--- config.mk ---
export PLATFORM = sky130hd
export DESIGN_NAME = ddr3_request_arbiter
export DESIGN_NICKNAME = d
export VERILOG_FILES = /design/src/rtl/ddr3_pkg.sv /design/src/rtl/ddr3_tag_fifo.sv /design/src/rtl/ddr3_request_arbiter.sv
export SDC_FILE = /design/constraint.sdc
export NUM_CORES = 1
export LEC_CHECK = 0
export ABC_AREA = 1
export BUFFER_PORTS_ARGS = -buffer_cell sky130_fd_sc_hd__buf_4
export CAP_MARGIN = 15
export CORE_MARGIN = 10
export CORE_UTILIZATION = 51
export CTS_BUF_LIST = sky130_fd_sc_hd__clkbuf_4 sky130_fd_sc_hd__clkbuf_8
export DETAILED_ROUTE_END_ITERATION = 16
export PLACE_DENSITY = 0.86
export SYNTH_ARGS = -nofsm -noshare
export SYNTH_HDL_FRONTEND = slang
export SYNTH_SLANG_ARGS = --single-unit
--- constraint.sdc ---
create_clock -name clk -period 2.6 [get_ports clk]
set_input_delay 0.26 -clock clk [delete_from_list [all_inputs] [get_ports clk]]
set_output_delay 0.26 -clock clk [all_outputs]
set_load 0.03 [all_outputs]
--- src/rtl/ddr3_pkg.sv ---
// ---------------------------------------------------------------------------
// ddr3_pkg
// Shared constants and types for the DDR3 controller user-side logic.
//   - Controller FSM state codes that correspond to command acceptance.
//   - Address/data widths for the 2GB x16 part.
//   - State encoding for the request arbiter.
// ---------------------------------------------------------------------------
package ddr3_pkg;

    // Controller states in which a user command has been taken
    localparam int STATE_WRITE_DATA      = 8;
    localparam int STATE_READ_DATA       = 11;

    // 2GB x16 device geometry
    localparam int BANK_ADDRESS_BITWIDTH = 3;
    localparam int ADDRESS_BITWIDTH      = 14;
    localparam int DQ_BITWIDTH           = 16;

    typedef enum logic {
        ARB   = 1'b0,
        ISSUE = 1'b1
    } arb_state_t;

endpackage

--- src/rtl/ddr3_tag_fifo.sv ---
// ---------------------------------------------------------------------------
// ddr3_tag_fifo
// Small synchronous FIFO holding the requester index of every read that the
// controller has accepted, so returned data can be steered in order.
// Ports:
//   clk, reset      clock, synchronous active-high reset (empties the FIFO)
//   push_i/push_data_i  enqueue a tag (ignored when full unless popping)
//   pop_i           dequeue the head tag (ignored when empty)
//   head_o          tag at the head of the FIFO
//   full_o/empty_o  occupancy flags
//   count_o         occupancy, clog2(DEPTH)+1 bits
// ---------------------------------------------------------------------------
module ddr3_tag_fifo #(
    parameter int WIDTH = 1,
    parameter int DEPTH = 4
) (
    input  logic                       clk,
    input  logic                       reset,
    input  logic                       push_i,
    input  logic [WIDTH-1:0]           push_data_i,
    input  logic                       pop_i,
    output logic [WIDTH-1:0]           head_o,
    output logic                       full_o,
    output logic                       empty_o,
    output logic [$clog2(DEPTH):0]     count_o
);

    localparam int PTR_W = $clog2(DEPTH);
    localparam int CNT_W = PTR_W + 1;

    logic [WIDTH-1:0] mem_q [DEPTH];
    logic [PTR_W-1:0] wr_ptr_q;
    logic [PTR_W-1:0] rd_ptr_q;
    logic [CNT_W-1:0] count_q;
    logic             push_ok;
    logic             pop_ok;

    assign empty_o = (count_q == '0);
    assign full_o  = (count_q == CNT_W'(DEPTH));
    assign count_o = count_q;
    assign head_o  = mem_q[rd_ptr_q];

    // A push into a full FIFO is only safe when the head leaves this cycle
    assign pop_ok  = pop_i & ~empty_o;
    assign push_ok = push_i & (~full_o | pop_ok);

    always_ff @(posedge clk) begin
        if (push_ok) begin
            mem_q[wr_ptr_q] <= push_data_i;
        end
    end

    // Pointers are PTR_W bits wide, so they wrap mod DEPTH on their own
    always_ff @(posedge clk) begin
        if (reset) begin
            wr_ptr_q <= '0;
            rd_ptr_q <= '0;
            count_q  <= '0;
        end else begin
            if (push_ok) wr_ptr_q <= wr_ptr_q + 1'b1;
            if (pop_ok)  rd_ptr_q <= rd_ptr_q + 1'b1;
            case ({push_ok, pop_ok})
                2'b10:   count_q <= count_q + 1'b1;
                2'b01:   count_q <= count_q - 1'b1;
                default: count_q <= count_q;
            endcase
        end
    end

endmodule

--- src/rtl/ddr3_request_arbiter.sv ---
// ---------------------------------------------------------------------------
// ddr3_request_arbiter
// Shares the single user port of the DDR3 controller between NUM_REQ
// requesters. Round-robin grant, command held until the controller accepts
// it, read data steered back to the issuing requester via a tag FIFO.
// Ports:
//   clk, reset                   clock, synchronous active-high reset
//   req_valid/req_write          per-requester command valid / 1=write
//   req_address/req_wdata        packed per-requester payload (slice i)
//   req_ready                    one-cycle accept pulse to the granted requester
//   rsp_valid/rsp_data           one-hot read return strobe, shared data
//   write_enable/read_enable     command strobes to the controller
//   i_user_data_address/data_to_ram  command payload to the controller
//   ctrl_cmd_accept              controller took the current command
//   ctrl_rd_valid/data_from_ram  controller read return
//   busy                         issuing or reads outstanding
//   timeout_err/tag_err          sticky error flags
// ---------------------------------------------------------------------------
module ddr3_request_arbiter
    import ddr3_pkg::*;
#(
    parameter int NUM_REQ        = 2,
    parameter int ADDR_BITWIDTH  = ddr3_pkg::BANK_ADDRESS_BITWIDTH + ddr3_pkg::ADDRESS_BITWIDTH,
    parameter int DQ_BITWIDTH    = ddr3_pkg::DQ_BITWIDTH,
    parameter int TAG_FIFO_DEPTH = 4,
    parameter int ISSUE_TIMEOUT  = 4096
) (
    input  logic                              clk,
    input  logic                              reset,
    input  logic [NUM_REQ-1:0]                req_valid,
    input  logic [NUM_REQ-1:0]                req_write,
    input  logic [NUM_REQ*ADDR_BITWIDTH-1:0]  req_address,
    input  logic [NUM_REQ*DQ_BITWIDTH-1:0]    req_wdata,
    output logic [NUM_REQ-1:0]                req_ready,
    output logic [NUM_REQ-1:0]                rsp_valid,
    output logic [DQ_BITWIDTH-1:0]            rsp_data,
    output logic                              write_enable,
    output logic                              read_enable,
    output logic [ADDR_BITWIDTH-1:0]          i_user_data_address,
    output logic [DQ_BITWIDTH-1:0]            data_to_ram,
    input  logic                              ctrl_cmd_accept,
    input  logic                              ctrl_rd_valid,
    input  logic [DQ_BITWIDTH-1:0]            data_from_ram,
    output logic                              busy,
    output logic                              timeout_err,
    output logic                              tag_err
);

    localparam int TAG_W = (NUM_REQ > 1) ? $clog2(NUM_REQ) : 1;
    localparam int WD_W  = $clog2(ISSUE_TIMEOUT + 1);
    localparam int CNT_W = $clog2(TAG_FIFO_DEPTH) + 1;
    localparam logic [WD_W-1:0]  WD_MAX   = WD_W'(ISSUE_TIMEOUT);
    localparam logic [TAG_W-1:0] LAST_REQ = TAG_W'(NUM_REQ - 1);

    arb_state_t                 state_q, state_d;
    logic [TAG_W-1:0]           rr_ptr_q, rr_ptr_d;
    logic [TAG_W-1:0]           grant_q, grant_d;
    logic                       cmd_write_q, cmd_write_d;
    logic [ADDR_BITWIDTH-1:0]   cmd_addr_q, cmd_addr_d;
    logic [DQ_BITWIDTH-1:0]     cmd_wdata_q, cmd_wdata_d;
    logic [WD_W-1:0]            wd_cnt_q, wd_cnt_d;
    logic                       timeout_err_q, timeout_err_d;
    logic                       tag_err_q, tag_err_d;
    logic [NUM_REQ-1:0]         rsp_valid_q, rsp_valid_d;
    logic [DQ_BITWIDTH-1:0]     rsp_data_q, rsp_data_d;

    logic                       fifo_push, fifo_pop, fifo_full, fifo_empty;
    logic [TAG_W-1:0]           fifo_head;
    logic [CNT_W-1:0]           fifo_count;

    logic [ADDR_BITWIDTH-1:0]   addr_arr  [NUM_REQ];
    logic [DQ_BITWIDTH-1:0]     wdata_arr [NUM_REQ];
    logic [NUM_REQ-1:0]         eligible;
    logic                       win_found;
    logic [TAG_W-1:0]           win_idx;
    int                         cand;

    // Unpack payloads; a read can only be granted if its tag has a slot
    for (genvar gi = 0; gi < NUM_REQ; gi++) begin : g_req
        assign addr_arr[gi]  = req_address[gi*ADDR_BITWIDTH +: ADDR_BITWIDTH];
        assign wdata_arr[gi] = req_wdata[gi*DQ_BITWIDTH +: DQ_BITWIDTH];
        assign eligible[gi]  = req_valid[gi] & (req_write[gi] | ~fifo_full);
    end

    // Round-robin search starting at rr_ptr
    always_comb begin
        win_found = 1'b0;
        win_idx   = '0;
        cand      = 0;
        for (int k = 0; k < NUM_REQ; k++) begin
            cand = int'(rr_ptr_q) + k;
            if (cand >= NUM_REQ) cand = cand - NUM_REQ;
            if (!win_found && eligible[cand]) begin
                win_found = 1'b1;
                win_idx   = TAG_W'(cand);
            end
        end
    end

    always_comb begin
        state_d       = state_q;
        rr_ptr_d      = rr_ptr_q;
        grant_d       = grant_q;
        cmd_write_d   = cmd_write_q;
        cmd_addr_d    = cmd_addr_q;
        cmd_wdata_d   = cmd_wdata_q;
        wd_cnt_d      = wd_cnt_q;
        timeout_err_d = timeout_err_q;
        tag_err_d     = tag_err_q;
        rsp_valid_d   = '0;
        rsp_data_d    = rsp_data_q;
        req_ready     = '0;
        fifo_push     = 1'b0;
        fifo_pop      = 1'b0;

        case (state_q)
            ARB: begin
                wd_cnt_d = '0;
                if (win_found) begin
                    grant_d     = win_idx;
                    cmd_write_d = req_write[win_idx];
                    cmd_addr_d  = addr_arr[win_idx];
                    cmd_wdata_d = wdata_arr[win_idx];
                    state_d     = ISSUE;
                end
            end
            ISSUE: begin
                // Watchdog only flags; the command keeps being presented
                if (wd_cnt_q == WD_MAX) begin
                    timeout_err_d = 1'b1;
                end else begin
                    wd_cnt_d = wd_cnt_q + 1'b1;
                end
                if (ctrl_cmd_accept) begin
                    req_ready[grant_q] = 1'b1;
                    fifo_push          = ~cmd_write_q;
                    rr_ptr_d           = (grant_q == LAST_REQ) ? '0 : grant_q + 1'b1;
                    wd_cnt_d           = '0;
                    state_d            = ARB;
                end
            end
            default: state_d = ARB;
        endcase

        if (ctrl_rd_valid) begin
            if (fifo_empty) begin
                tag_err_d = 1'b1;
            end else begin
                fifo_pop               = 1'b1;
                rsp_valid_d[fifo_head] = 1'b1;
                rsp_data_d             = data_from_ram;
            end
        end

        // An accept coinciding with reset is discarded along with the command
        if (reset) req_ready = '0;
    end

    always_ff @(posedge clk) begin
        if (reset) begin
            state_q       <= ARB;
            rr_ptr_q      <= '0;
            grant_q       <= '0;
            cmd_write_q   <= 1'b0;
            cmd_addr_q    <= '0;
            cmd_wdata_q   <= '0;
            wd_cnt_q      <= '0;
            timeout_err_q <= 1'b0;
            tag_err_q     <= 1'b0;
            rsp_valid_q   <= '0;
            rsp_data_q    <= '0;
        end else begin
            state_q       <= state_d;
            rr_ptr_q      <= rr_ptr_d;
            grant_q       <= grant_d;
            cmd_write_q   <= cmd_write_d;
            cmd_addr_q    <= cmd_addr_d;
            cmd_wdata_q   <= cmd_wdata_d;
            wd_cnt_q      <= wd_cnt_d;
            timeout_err_q <= timeout_err_d;
            tag_err_q     <= tag_err_d;
            rsp_valid_q   <= rsp_valid_d;
            rsp_data_q    <= rsp_data_d;
        end
    end

    ddr3_tag_fifo #(
        .WIDTH (TAG_W),
        .DEPTH (TAG_FIFO_DEPTH)
    ) u_tag_fifo (
        .clk         (clk),
        .reset       (reset),
        .push_i      (fifo_push),
        .push_data_i (grant_q),
        .pop_i       (fifo_pop),
        .head_o      (fifo_head),
        .full_o      (fifo_full),
        .empty_o     (fifo_empty),
        .count_o     (fifo_count)
    );

    assign write_enable        = (state_q == ISSUE) &  cmd_write_q;
    assign read_enable         = (state_q == ISSUE) & ~cmd_write_q;
    assign i_user_data_address = cmd_addr_q;
    assign data_to_ram         = cmd_wdata_q;
    assign rsp_valid           = rsp_valid_q;
    assign rsp_data            = rsp_data_q;
    assign busy                = (state_q != ARB) | (fifo_count != '0);
    assign timeout_err         = timeout_err_q;
    assign tag_err             = tag_err_q;

endmodule

Yosys cells after proc, flatten, opt, wreduce, memory -nomap -nowiden. Memories as Yosys holds them, arrays and structs flattened. A register that Yosys moved wholly into a read port is not among the register bits. Cells that the tools add are included.

Register bits after elaboration: 77. Memory bits (writable): 4. Input port bits: 90. Output and inout bits: 58. Word-level logic and storage cells: 111. Memories kept: 1.

Memories: u_tag_fifo.mem_q (words 4, bits a word 1, rd ports 1, clocked after Yosys merged registers in 1, write ports 1, RTL line ddr3_tag_fifo.sv:31) `logic [WIDTH-1:0] mem_q [DEPTH];`.

Add/sub/neg operators: 9. $lt $le $gt $ge: 10. Eq/ne operators: 5. Muxes and demuxes: 43. Bitwise gates (word level): 16. Reductions and logical operators: 13.

Operators by type and width (count): 32-bit by 3-bit less-than comparator with 1-bit output (second input constant) (2); 32-bit 2-to-1 mux (2); 17-bit 2-to-1 mux (3); 16-bit 2-to-1 mux (3); 13-bit 2-to-1 mux (2); 13-bit one-hot mux with 2 select lines (1); 1-bit 2-to-1 mux (23); 13-bit by 1-bit adder with 13-bit output (second input constant) (1); 13-bit equality test (second input constant) (1); 2-bit 2-to-1 mux (5); 2-bit AND reduction (5); 1-bit bitwise AND (6); 1-bit by 2-bit less-than comparator with 1-bit output (second input constant) (3); 3-bit one-hot mux with 2 select lines (1); 1-bit NOT (5); 2-bit by 1-bit adder with 2-bit output (second input constant) (2); 2-bit greater-or-equal comparator (second input constant) (2); 1-bit OR (4); 3-bit by 1-bit adder with 3-bit output (second input constant) (1); 3-bit equality test (second input constant) (1); 1-bit logical AND (3); 3-bit logical NOT (1); 3-bit != test (second input constant) (1); 3-bit nonzero test (1); 15 further kinds (17).

Longest topological paths before layout.
Depth after elaboration: 15. Mapped depth: 10.

Hierarchy. From an unflattened synthesis, not the netlist that was laid out.

Cell total of the unflattened synthesis: 617. Area total of the unflattened synthesis: 4212.8 um2.

Modules (own cells, without submodules): ddr3_request_arbiter (instances 1, cells an instance 533, area each 3543.4 um2, sequential area each 1401.3 um2); ddr3_tag_fifo (instances 1, cells an instance 84, area each 669.4 um2, sequential area each 300.3 um2).

Least setup slack after synthesis. OpenSTA, ideal clock, no wires.

Path type: register -> register. From: register state_q. To: register u_tag_fifo.count_q[1], in the netlist u_tag_fifo.count_o[1]. Library setup time: 65 ps. Data arrival time: 2108 ps. Path slack: 428 ps. Stages on the path, launching flop included: 10. Buffers on the path: 0. Clock period less this slack: 2172 ps. Path through: dfxtp_1 -> inv_2 -> nor2_1 -> nand3_2 -> ha_1 -> inv_1 -> fa_1 -> nor2_1 -> a21oi_1 -> nor2_1.

Longest elaborated chain between the ends: 4. Elaborated cells between the ends (all ways): 6. Those cells by class: eq/ne (2); mux (2); bitwise (1); reduce/logical (1).

Ends and longest elaborated chain: start: declaration (RTL line ddr3_request_arbiter.sv:55) `arb_state_t state_q, state_d;`; start signal: assignment (RTL line ddr3_request_arbiter.sv:173) `state_q <= state_d;`; 1-bit 2-to-1 mux (*) (RTL line ddr3_request_arbiter.sv:116) `case (state_q)`; 1-bit bitwise AND (*) (RTL line ddr3_tag_fifo.sv:45) `assign push_ok = push_i & (~full_o | pop_ok);`; 2-bit by 1-bit equality test with 1-bit output or 2-bit equality test (tied branches) (RTL line ddr3_tag_fifo.sv:62) `case ({push_ok, pop_ok})`; 3-bit one-hot mux with 2 select lines or 2-bit nonzero test (tied branches); end signal: assignment (RTL line ddr3_tag_fifo.sv:63) `2'b10: count_q <= count_q + 1'b1;`; end signal: assignment (RTL line ddr3_tag_fifo.sv:64) `2'b01: count_q <= count_q - 1'b1;`; end signal: assignment (RTL line ddr3_tag_fifo.sv:65) `default: count_q <= count_q;`; end: declaration (RTL line ddr3_tag_fifo.sv:34) `logic [CNT_W-1:0] count_q;`.

Mark *: on every way between the ends. The rest lies on a longest branch, timed or not. A chain may end at the register's enable or synchronous reset.

Final worst setup path. Ends and elaborated chain as after synthesis.

==> reports/metrics.cfg <==
[logic_synthesis]
synth_fa_ha_area_share_pct = 2.77
seq_area_frac_synth_pct = 43.8
synth_area_per_cell_um2 = 7.40
synth_top_area_cell = dfxtp_1
synth_fp_nets = 623
ys_ff_latch = 83
syn-cell-area_um2 = 3890
synth.area.top_cells = dfxtp_1 (41%), nand2_1 (8.7%), a21oi_1 (7.0%), inv_1 (6.9%), nand3b_1 (6.4%)
synth_xor_area_share_pct = 0.225
synth_top_family_by_area = simple AND/OR/NAND/NOR gates
synth_compound_area_share_pct = 12.7
yosys.area_share.simple_pct = 29.7
synth_top_area_share_pct = 40.7
ys_warn_count = 0
synth_cell_types = 31
muxShareOfSynthArea_pct = 0
synthCells = 525

[power]
internal_power_mw = 2.33
combPwrFrac_pct = 31.8
cellPowerDensity_nw_per_um2 = 692
p_leak_nw = 2.45
power_frac_seq_pct = 42.7
p_sw_share_pct = 35.1
p_clk_share_pct = 25.5
p_sw_mw = 1.26
ir_worst_vdd_mv = 0.460

[route]
num_vias = 3907
route.antenna.remaining_nets = 0
avgRoutedWirePerCell_um = 14.9
vias_per_cell = 5.11
drt_iter0_drc = 203
drtPass1Iterations = 5
drc = 0
drt_wl_total_um = 11400

[floorplanning]
rows = 31
io_pins = 148
die_w_um = 107
die_y_um = 107
dieArea_um2 = 11500
start_util_pct = 53.0
core_area_um2 = 7330

[clock_tree]
clk_pin_slew_ns = 0.09
hold_buffers = 0
cts_setup_buffers = 0
cts_root_buf = clkbuf_8
cts_tree = done
post_cts_resized = 0
clock_path_buffers = 2
h-tree-depth = 3
clock_latency_ns = 0.36
clock_sinks = 83
cts_buffers = 9

[global_routing]
antenna_found_initial = 0
grt_pass1_vias = 3815
grt_usage_pct = 19.2
grt_pass1_wl_um = 18100
grt_max_degree = 43
grt_overflow_total = 0

[sta]
final.setup.tns_ns = 0
finalCriticalPeriod_ns = 2.01
fin_skew_ns = 0.0129
period_share_pct = 77.3
hold_viol_final = 0
rsz0062_at_grt = no
drv_slew = 0
tightest_slew_ns = 0.658
relSlewSlack_pct = 56.1
max_freq_ghz = 0.498
setup_viol = 0

[place]
dp.cells = 749
gp_congestion = 0.852
portBuffers = 147
post-dp-hpwl_um = 8370

[job]
cap_violations = 0

[worst_setup_path]
critPathArrivalTime_ns = 2.31
cp.required_ns = 2.90
end_kind = register
cp-start-kind = register
worst-path-max-fanout = 9
cp-startpoint = state_q
crit_type = register to register
r2r_start = state_q

[final_layout]
fin_cells = 765
area_growth_pct = 33.4
drive_gt1_share_pct = 27.2
layout.nets = 759
antennaDiodeCount = 0

[outcome]
status = finished, final reports clean

[min_path]
min-delay-start = data_from_ram[13]
hold_class = primary input to register

## sequential cells by signal, indices dropped and copies added, names as in the netlist, named ones only
| signal | cells |
|---|---|
| data_to_ram | 16 |
| cmd_write_q | 1 |
| u_tag_fifo.wr_ptr_q | 2 |
| u_tag_fifo.mem_q | 4 |
| wd_cnt_q | 13 |
| i_user_data_address | 17 |
| timeout_err | 1 |
| u_tag_fifo.count_o | 3 |
| grant_q | 1 |
| u_tag_fifo.rd_ptr_q | 2 |
| tag_err | 1 |
| rsp_valid | 2 |
| rr_ptr_q | 1 |
| rsp_data | 16 |
| state_q | 1 |
## layout by cell type (no fill, tap or decap), drive strengths merged
cell      Yosys  layout
nand3        44      44
xnor2         1       1
nor3         11      11
clkinv        0       2
o21a          2       2
nand3b       33      33
nand4         2       2
clkbuf        6      11
inv          74      74
nand2        94      94
fa            1       1
nor2         56      56
buf          19     150
a31o          1       1
o21ai        33      33
clkinvlp      0       2
bufinv        0       1
ha            7       7
dfxtp        79      79
a32oi         1       1
a21oi        56      56
edfxtp        4       4
and3          1       1
## cells in the mapped netlist
master,instances
a21oi_1,54
a21oi_2,1
a21oi_4,1
a31o_2,1
a32oi_1,1
and3_1,1
buf_1,1
buf_2,11
buf_4,4
buf_6,3
clkbuf_1,6
dfxtp_1,79
edfxtp_1,4
fa_1,1
ha_1,7
inv_1,71
inv_2,3
nand2_1,90
nand2_2,2
nand2_4,2
nand3_1,42
nand3_2,2
nand3b_1,33
nand4_1,2
nor2_1,53
nor2_2,1
nor2_4,2
nor3_1,11
o21a_1,2
o21ai_0,33
xnor2_1,1
## cells by family after synthesis
group	after synthesis
buf+inv	99
fa+ha+maj	8
compound gates	93
xor+xnor	1
simple gates	241
flops	83
## per-layer routing
metal	wire length (µm)	part of all wire, %	track usage, %
met5	0	0	0
met4	303	2.7	8.22
met3	743	6.5	5.33
met2	5930	52	34.3
met1	4410	39	20.8
## final cells by class
class	count	area (µm²)
Multi-Input combinational cell	343	1760
Timing Repair Buffer	150	1130
Clock buffer	11	139
Clock inverter	5	55.1
Tap cell	99	124
Sequential cell	83	1700
Inverter	74	278
Fill cell	601	2150
## final timing paths
check | to | slack (ns) | cells after the start
setup / recovery | u_tag_fifo.count_o[1] | 0.59 | 9
hold / removal | rsp_data[13] | 0.12 | 3
setup reg to reg | u_tag_fifo.count_o[1] | 0.59 | 9
hold reg to reg | tag_err | 0.46 | 2
## worst max-delay path: stages, from the launching register on
cell and delay (ns):
dfxtp_1 0.45, inv_2 0.13, nor2_1 0.18, nand3_2 0.19
ha_1 0.24, inv_1 0.10, fa_1 0.43, nor2_1 0.10
a21oi_1 0.04, nor2_1 0.09
## stage by stage
step	utilization, %	setup WS, ns	instance area [µm²]	power, mW	hold WS, ns
finish	70.7	0.590	5180	3.59	0.120
global route	70.7	0.426	5180	3.78	0.122
CTS	70.7	0.602	5180	3.61	0.117
detailed placement	68.1	0.650	4990	2.70	0.451
global placement	68.1	0.735	4990	2.67	0.446
floorplan	-	0.428	3890	2.28	0.395
## power by group through the flow
stage               Combinational (mW)  Clock (mW)  Sequential [mW]
finish                            1.14       0.914             1.53
global route                      1.24       0.982             1.55
CTS                               1.15       0.924             1.53
detailed placement                1.15           0             1.56
global placement                  1.12           0             1.55
floorplan                        0.486           0             1.80
Power figures use the tool's default switching activity.
